`config.mk`:
```
export PLATFORM = sky130hd
export DESIGN_NAME = regfile_port_arbiter_flat
export DESIGN_NICKNAME = d
export VERILOG_FILES = /design/src/rtl/regfile_port_arbiter_if.sv /design/src/rtl/regfile_port_arbiter.sv /design/src/flat_wrapper.sv
export SDC_FILE = /design/constraint.sdc
export NUM_CORES = 1
export LEC_CHECK = 0
export CELL_PAD_IN_SITES_DETAIL_PLACEMENT = 1
export CELL_PAD_IN_SITES_GLOBAL_PLACEMENT = 1
export CORE_AREA = 3 3 130 132
export DETAILED_ROUTE_END_ITERATION = 6
export DIE_AREA = 0 0 133 135
export PLACE_DENSITY_LB_ADDON = 0.1
export SLEW_MARGIN = 20
export SYNTH_ARGS = -nofsm -noshare
export SYNTH_HDL_FRONTEND = slang
export SYNTH_SLANG_ARGS = --single-unit
```
`constraint.sdc`:
```
create_clock -name clk -period 1.9 [get_ports clk]
set_input_delay 0.475 -clock clk [delete_from_list [all_inputs] [get_ports clk]]
set_output_delay 0.475 -clock clk [all_outputs]
set_load 0.005 [all_outputs]
```
`src/rtl/regfile_port_arbiter_if.sv`:
```
// Bundle between two register-file clients, the port arbiter and the 32x32 register file.
// The slave modport is the arbiter's view. The master modport is the clients' and file's view.
interface regfile_port_arbiter_if #(
    parameter int DW = 32,
    parameter int AW = 5
);
    logic          req0_valid;
    logic          req0_ready;
    logic          req0_we;
    logic [AW-1:0] req0_ra1;
    logic [AW-1:0] req0_ra2;
    logic [AW-1:0] req0_wa;
    logic [DW-1:0] req0_wd;
    logic          req1_valid;
    logic          req1_ready;
    logic          req1_we;
    logic [AW-1:0] req1_ra1;
    logic [AW-1:0] req1_ra2;
    logic [AW-1:0] req1_wa;
    logic [DW-1:0] req1_wd;
    logic          rsp0_valid;
    logic          rsp0_ready;
    logic          rsp1_valid;
    logic          rsp1_ready;
    logic [DW-1:0] rsp_rd1;
    logic [DW-1:0] rsp_rd2;
    logic          busy;
    logic [AW-1:0] rf_r1_addr;
    logic [AW-1:0] rf_r2_addr;
    logic [AW-1:0] rf_r3_addr;
    logic [DW-1:0] rf_r3_din;
    logic          rf_r3_wr;
    logic [DW-1:0] rf_r1_dout;
    logic [DW-1:0] rf_r2_dout;

    modport slave (
        input  req0_valid, req0_we, req0_ra1, req0_ra2, req0_wa, req0_wd,
        input  req1_valid, req1_we, req1_ra1, req1_ra2, req1_wa, req1_wd,
        input  rsp0_ready, rsp1_ready, rf_r1_dout, rf_r2_dout,
        output req0_ready, req1_ready, rsp0_valid, rsp1_valid, rsp_rd1, rsp_rd2,
        output busy, rf_r1_addr, rf_r2_addr, rf_r3_addr, rf_r3_din, rf_r3_wr
    );

    modport master (
        output req0_valid, req0_we, req0_ra1, req0_ra2, req0_wa, req0_wd,
        output req1_valid, req1_we, req1_ra1, req1_ra2, req1_wa, req1_wd,
        output rsp0_ready, rsp1_ready, rf_r1_dout, rf_r2_dout,
        input  req0_ready, req1_ready, rsp0_valid, rsp1_valid, rsp_rd1, rsp_rd2,
        input  busy, rf_r1_addr, rf_r2_addr, rf_r3_addr, rf_r3_din, rf_r3_wr
    );
endinterface

```
`src/rtl/regfile_port_arbiter.sv`:
```
// Round-robin arbiter and sequencer that shares the register file's single port set between two clients.
// Commands are strictly serialized, so a read observes every write accepted before it.
module regfile_port_arbiter #(
    parameter int DW = 32,
    parameter int AW = 5
) (
    input logic                   clk,
    input logic                   rst_n,
    regfile_port_arbiter_if.slave bus
);
    typedef enum logic [1:0] {
        IDLE  = 2'd0,
        READ  = 2'd1,
        RESP  = 2'd2,
        WRITE = 2'd3
    } state_t;

    state_t        state_q;
    logic          last_q;
    logic          grant_q;
    logic [AW-1:0] ra1_q;
    logic [AW-1:0] ra2_q;
    logic [AW-1:0] wa_q;
    logic [DW-1:0] wd_q;
    logic          rf_wr_q;
    logic          rsp0_valid_q;
    logic          rsp1_valid_q;
    logic          busy_q;

    logic          accept_s;
    logic          grant_s;
    logic          sel_we_s;
    logic [AW-1:0] sel_ra1_s;
    logic [AW-1:0] sel_ra2_s;
    logic [AW-1:0] sel_wa_s;
    logic [DW-1:0] sel_wd_s;
    logic          rsp_ready_s;

    // Pick the requester to accept this cycle. On a tie, the requester not served last wins.
    always_comb begin
        accept_s = 1'b0;
        grant_s  = 1'b0;
        if (state_q == IDLE) begin
            if (bus.req0_valid && bus.req1_valid) begin
                accept_s = 1'b1;
                grant_s  = ~last_q;
            end else if (bus.req0_valid) begin
                accept_s = 1'b1;
                grant_s  = 1'b0;
            end else if (bus.req1_valid) begin
                accept_s = 1'b1;
                grant_s  = 1'b1;
            end else begin
                accept_s = 1'b0;
                grant_s  = 1'b0;
            end
        end else begin
            accept_s = 1'b0;
            grant_s  = 1'b0;
        end
    end

    // Select the command fields of the winning requester and the response handshake of the owner.
    always_comb begin
        sel_we_s    = bus.req0_we;
        sel_ra1_s   = bus.req0_ra1;
        sel_ra2_s   = bus.req0_ra2;
        sel_wa_s    = bus.req0_wa;
        sel_wd_s    = bus.req0_wd;
        rsp_ready_s = bus.rsp0_ready;
        if (grant_s) begin
            sel_we_s  = bus.req1_we;
            sel_ra1_s = bus.req1_ra1;
            sel_ra2_s = bus.req1_ra2;
            sel_wa_s  = bus.req1_wa;
            sel_wd_s  = bus.req1_wd;
        end else begin
            sel_we_s  = bus.req0_we;
            sel_ra1_s = bus.req0_ra1;
            sel_ra2_s = bus.req0_ra2;
            sel_wa_s  = bus.req0_wa;
            sel_wd_s  = bus.req0_wd;
        end
        if (grant_q) begin
            rsp_ready_s = bus.rsp1_ready;
        end else begin
            rsp_ready_s = bus.rsp0_ready;
        end
    end

    // Sequencer FSM with the command register and all registered outputs.
    always_ff @(posedge clk) begin
        if (!rst_n) begin
            state_q      <= IDLE;
            last_q       <= 1'b1;
            grant_q      <= 1'b0;
            ra1_q        <= {AW{1'b0}};
            ra2_q        <= {AW{1'b0}};
            wa_q         <= {AW{1'b0}};
            wd_q         <= {DW{1'b0}};
            rf_wr_q      <= 1'b0;
            rsp0_valid_q <= 1'b0;
            rsp1_valid_q <= 1'b0;
            busy_q       <= 1'b0;
        end else begin
            case (state_q)
                IDLE: begin
                    if (accept_s) begin
                        grant_q <= grant_s;
                        last_q  <= grant_s;
                        ra1_q   <= sel_ra1_s;
                        ra2_q   <= sel_ra2_s;
                        wa_q    <= sel_wa_s;
                        wd_q    <= sel_wd_s;
                        busy_q  <= 1'b1;
                        if (sel_we_s) begin
                            state_q <= WRITE;
                            // A write to $zero is accepted but never reaches the file.
                            rf_wr_q <= (sel_wa_s != {AW{1'b0}});
                        end else begin
                            state_q <= READ;
                        end
                    end
                end
                READ: begin
                    state_q      <= RESP;
                    rsp0_valid_q <= ~grant_q;
                    rsp1_valid_q <= grant_q;
                end
                RESP: begin
                    if (rsp_ready_s) begin
                        state_q      <= IDLE;
                        rsp0_valid_q <= 1'b0;
                        rsp1_valid_q <= 1'b0;
                        busy_q       <= 1'b0;
                    end
                end
                WRITE: begin
                    state_q <= IDLE;
                    rf_wr_q <= 1'b0;
                    busy_q  <= 1'b0;
                end
                default: begin
                    state_q      <= IDLE;
                    rf_wr_q      <= 1'b0;
                    rsp0_valid_q <= 1'b0;
                    rsp1_valid_q <= 1'b0;
                    busy_q       <= 1'b0;
                end
            endcase
        end
    end

    assign bus.req0_ready = accept_s & ~grant_s;
    assign bus.req1_ready = accept_s & grant_s;
    assign bus.rsp0_valid = rsp0_valid_q;
    assign bus.rsp1_valid = rsp1_valid_q;
    assign bus.busy       = busy_q;
    assign bus.rf_r1_addr = ra1_q;
    assign bus.rf_r2_addr = ra2_q;
    assign bus.rf_r3_addr = wa_q;
    assign bus.rf_r3_din  = wd_q;
    assign bus.rf_r3_wr   = rf_wr_q;
    assign bus.rsp_rd1    = bus.rf_r1_dout;
    assign bus.rsp_rd2    = bus.rf_r2_dout;
endmodule

```
`src/flat_wrapper.sv`:
```
// flat-port wrapper written by rule: the top's interface ports become plain ports
module regfile_port_arbiter_flat 
#(
    parameter int DW = 32,
    parameter int AW = 5
)
  (clk, rst_n, bus_req0_valid, bus_req0_we, bus_req0_ra1, bus_req0_ra2, bus_req0_wa, bus_req0_wd, bus_req1_valid, bus_req1_we, bus_req1_ra1, bus_req1_ra2, bus_req1_wa, bus_req1_wd, bus_rsp0_ready, bus_rsp1_ready, bus_rf_r1_dout, bus_rf_r2_dout, bus_req0_ready, bus_req1_ready, bus_rsp0_valid, bus_rsp1_valid, bus_rsp_rd1, bus_rsp_rd2, bus_busy, bus_rf_r1_addr, bus_rf_r2_addr, bus_rf_r3_addr, bus_rf_r3_din, bus_rf_r3_wr);
  regfile_port_arbiter_if #(.DW(DW), .AW(AW)) bus_i ();
  input logic clk;
  input logic rst_n;
  input wire logic [$bits(bus_i.req0_valid)-1:0] bus_req0_valid;
  input wire logic [$bits(bus_i.req0_we)-1:0] bus_req0_we;
  input wire logic [$bits(bus_i.req0_ra1)-1:0] bus_req0_ra1;
  input wire logic [$bits(bus_i.req0_ra2)-1:0] bus_req0_ra2;
  input wire logic [$bits(bus_i.req0_wa)-1:0] bus_req0_wa;
  input wire logic [$bits(bus_i.req0_wd)-1:0] bus_req0_wd;
  input wire logic [$bits(bus_i.req1_valid)-1:0] bus_req1_valid;
  input wire logic [$bits(bus_i.req1_we)-1:0] bus_req1_we;
  input wire logic [$bits(bus_i.req1_ra1)-1:0] bus_req1_ra1;
  input wire logic [$bits(bus_i.req1_ra2)-1:0] bus_req1_ra2;
  input wire logic [$bits(bus_i.req1_wa)-1:0] bus_req1_wa;
  input wire logic [$bits(bus_i.req1_wd)-1:0] bus_req1_wd;
  input wire logic [$bits(bus_i.rsp0_ready)-1:0] bus_rsp0_ready;
  input wire logic [$bits(bus_i.rsp1_ready)-1:0] bus_rsp1_ready;
  input wire logic [$bits(bus_i.rf_r1_dout)-1:0] bus_rf_r1_dout;
  input wire logic [$bits(bus_i.rf_r2_dout)-1:0] bus_rf_r2_dout;
  output wire logic [$bits(bus_i.req0_ready)-1:0] bus_req0_ready;
  output wire logic [$bits(bus_i.req1_ready)-1:0] bus_req1_ready;
  output wire logic [$bits(bus_i.rsp0_valid)-1:0] bus_rsp0_valid;
  output wire logic [$bits(bus_i.rsp1_valid)-1:0] bus_rsp1_valid;
  output wire logic [$bits(bus_i.rsp_rd1)-1:0] bus_rsp_rd1;
  output wire logic [$bits(bus_i.rsp_rd2)-1:0] bus_rsp_rd2;
  output wire logic [$bits(bus_i.busy)-1:0] bus_busy;
  output wire logic [$bits(bus_i.rf_r1_addr)-1:0] bus_rf_r1_addr;
  output wire logic [$bits(bus_i.rf_r2_addr)-1:0] bus_rf_r2_addr;
  output wire logic [$bits(bus_i.rf_r3_addr)-1:0] bus_rf_r3_addr;
  output wire logic [$bits(bus_i.rf_r3_din)-1:0] bus_rf_r3_din;
  output wire logic [$bits(bus_i.rf_r3_wr)-1:0] bus_rf_r3_wr;
  assign bus_i.req0_valid = bus_req0_valid;
  assign bus_i.req0_we = bus_req0_we;
  assign bus_i.req0_ra1 = bus_req0_ra1;
  assign bus_i.req0_ra2 = bus_req0_ra2;
  assign bus_i.req0_wa = bus_req0_wa;
  assign bus_i.req0_wd = bus_req0_wd;
  assign bus_i.req1_valid = bus_req1_valid;
  assign bus_i.req1_we = bus_req1_we;
  assign bus_i.req1_ra1 = bus_req1_ra1;
  assign bus_i.req1_ra2 = bus_req1_ra2;
  assign bus_i.req1_wa = bus_req1_wa;
  assign bus_i.req1_wd = bus_req1_wd;
  assign bus_i.rsp0_ready = bus_rsp0_ready;
  assign bus_i.rsp1_ready = bus_rsp1_ready;
  assign bus_i.rf_r1_dout = bus_rf_r1_dout;
  assign bus_i.rf_r2_dout = bus_rf_r2_dout;
  assign bus_req0_ready = bus_i.req0_ready;
  assign bus_req1_ready = bus_i.req1_ready;
  assign bus_rsp0_valid = bus_i.rsp0_valid;
  assign bus_rsp1_valid = bus_i.rsp1_valid;
  assign bus_rsp_rd1 = bus_i.rsp_rd1;
  assign bus_rsp_rd2 = bus_i.rsp_rd2;
  assign bus_busy = bus_i.busy;
  assign bus_rf_r1_addr = bus_i.rf_r1_addr;
  assign bus_rf_r2_addr = bus_i.rf_r2_addr;
  assign bus_rf_r3_addr = bus_i.rf_r3_addr;
  assign bus_rf_r3_din = bus_i.rf_r3_din;
  assign bus_rf_r3_wr = bus_i.rf_r3_wr;
  regfile_port_arbiter #(.DW(DW), .AW(AW)) u_core (.clk(clk), .rst_n(rst_n), .bus(bus_i));
endmodule
```
==> results.toml <==
[placement]
gp_congestion = 0.721
hpwl_um = 8050
pre_cts_ws_ns = -0.399
portBuffers = 154

[worst_hold_path]
worstHoldStart = "u_core.bus.rf_r3_addr[1]"
hold_path_class = "flop to flop"
holdPathStages = 2
whs_endpoint = "u_core.bus.rf_r3_addr[1]"

[pwr]
ir_worst_vdd_mv = 0.372
power_density_mw_per_mm2 = 1310
p_leak_nw = 1.76
total_power_mw = 6.02

[critical_path]
rr_startpoint = "u_core.state_q[1]"
critPathCaptureType = "output pin"
startpoint_type = "flop"
crit_arrival_ns = 1.32
criticalPathCategory = "flop to output pin"
crit_fanout = 4
r2r_end = "u_core.state_q[1]"
r2r_slack_ns = 0.34
reg2reg_depth = 7
required_ns = 1.42

[logic_synthesis]
netlist.area_leader.share = 0.370
synth_nets = 552
synth_seq_area_share = 0.370
ys_types = 33
syn_avg_cell_area_um2 = 7.80
netlist_area_mm2 = 0.00297
ys_seq_elements = 55
yosys-top-cells-area = "dfxtp_1 37%, buf_4 17%, nand2_1 11%, a31oi_1 8.8%, o21ai_0 5.2%"
ys.warnings.count = 0
netlist_instances = 381
synth_top_area_cell = "dfxtp_1"

[clocking]
insertion_delay_ns = 0.30
cts_tree = "yes"
cts.htree.levels = 2
root_buffer = "clkbuf_16"
cts_buffers = 5
cts_buffer_depth = 2
clk_pin_slew_ns = 0.08
clkSinkCount = 55

[timing]
setup_viol = 0
finalSetupTns_ns = 0
layout_setup_ws_ns = 0.106
worstMarginPinSlew_ns = 0.327
hold_viol = 0
fin_hold_ws_ns = 0.520
fin_crit_sh = 0.944
rsz0062_at_grt = "false"
slew_headroom = 0.782
skew_ns = 0.00659
fmax_mhz = 558
finalMaxSlewViolations = 0
post-route-min-period_ns = 1.79

[cells_and_area]
layout_commonest_cell = "clkdlybuf4s50_1"
nets = 647
nFillCells = 1841
area_delta_synth_final_pct = 54.4
final_cell_mix = "149 x clkdlybuf4s50_1, 91 x nand2_1, 53 x dfxtp_1, 42 x a31oi_1, 30 x o21ai_0"
ff_latch_area_mm2 = 0.00110
diodes = 0
multi_input_area_mm2 = 0.00128
post_route_cells_drive_above_1_share = 0.0922

[route]
post-route-drc-count = 0
ant_nets = 0
drtPass1Iterations = 4
wl_per_cell_um = 15.5
routed_wl_um = 10800
vias = 2876
via_per_inst = 4.15
drtIter0Drc = 93

[floorplanning]
row_count = 46
die_x_um = 133
io-pin-count = 283
dieArea_mm2 = 0.0180
coreArea_mm2 = 0.0158
start_util = 0.188
die_h_um = 135

[global_routing]
first_global_vias = 3092
overflow = 0
grt_max_degree = 45
antenna_found_initial = 0
track_usage = 0.121
grt_pass1_wl_um = 17000

[job]
drv_cap = 0

[outcome]
outcome = "complete, no violations"
==> per-layer routing <==
layer	vias to the layer above	routed length (µm)	GRT usage
met5	-	0	0
met4	0	240	0.0485
met3	18	818	0.0425
met2	102	5400	0.210
met1	1332	4290	0.134
li1	1424	-	-
==> state kept, by name (all words and copies together), names as in the netlist <==
name	cells
u_core.bus.rf_r3_wr	1
u_core.grant_q	1
u_core.state_q	2
u_core.bus.rf_r3_din	32
u_core.bus.rf_r3_addr	5
u_core.bus.rsp1_valid	1
u_core.bus.busy	1
u_core.last_q	1
u_core.bus.rf_r1_addr	5
u_core.bus.rf_r2_addr	5
u_core.bus.rsp0_valid	1
==> metrics by stage <==
step	utilization	cell area (µm²)	cells
final	0.290	4590	693
after global routing	0.290	4590	693
after CTS	0.289	4580	692
after detailed placement	0.276	4370	684
after global placement	0.276	4370	684
after floorplan	-	2970	381
==> cells by family after synthesis <==
family                   count (synthesis)  synth area share
AO/OA/AOI/OAI                          105             0.206
buffers and inverters                   93             0.207
AND/OR/NAND/NOR                        113             0.159
adder cells (fa/ha/maj)                  5            0.0210
multiplexers                            10            0.0362
flip-flops                              55             0.370
==> Yosys cell counts, drive strengths merged <==
cell type and count:
o21ai 48, nor2b 6, nor2 6, a32oi 1, nor3b 3, buf 78
nand2 91, a21boi 1, ha 5, clkbuf 11, and2 1, mux2 3
mux2i 7, o221ai 2, inv 4, dfxtp 55, a2bb2oi 1, a22oi 1
o21bai 1, or4 2, a31oi 42, nand3 4, a21oi 6, o211ai 1
o32ai 1
==> how the worst max path moves through the flow <==
stage,to,startpoint,slack (ns)
after floorplan,bus_req0_ready,u_core.state_q[0],0.23
after global placement,bus_req0_ready,bus_req0_valid,-0.36
after detailed placement,bus_req0_ready,bus_req0_valid,-0.40
after CTS,bus_req0_ready,u_core.state_q[1],0.01
after global routing,bus_req0_ready,u_core.state_q[1],0.02
final,bus_req0_ready,u_core.state_q[1],0.11
==> where the power goes <==
| group | leakage (nW) | total, mW | internal (mW) | switching [mW] |
|---|---|---|---|---|
| Sequential | 0.457 | 1.87 | 1.63 | 0.239 |
| Combinational | 1.22 | 2.93 | 1.60 | 1.33 |
| Clock | 0.0900 | 1.22 | 0.757 | 0.467 |
| Total | 1.76 | 6.02 | 3.99 | 2.03 |
==> timing repair <==
action | in CTS | in global routing
setup buffers | 0 | 1
setup endpoints to repair | 2 | 2
hold buffers | 0 | 0
endpoints found under the hold margin | 0 | 0
gates resized for setup | 9 | 5
==> worst max-delay path, cell delays in order, from the launching register on <==
cell and delay [ns]:
dfxtp_2 0.34, inv_2 0.05, ha_4 0.17, nand3_2 0.08, inv_2 0.06, nor2_2 0.10, clkdlybuf4s15_2 0.21
==> cell type report <==
cell class,count,area share
Timing Repair Buffer,177,0.377
Multi-Input combinational cell,233,0.278
Sequential cell,55,0.240
Tap cell,216,0.0589
Clock buffer,5,0.0273
Clock inverter,3,0.0147
Inverter,4,0.00327
No activity file was read; power rests on OpenSTA's default activity.
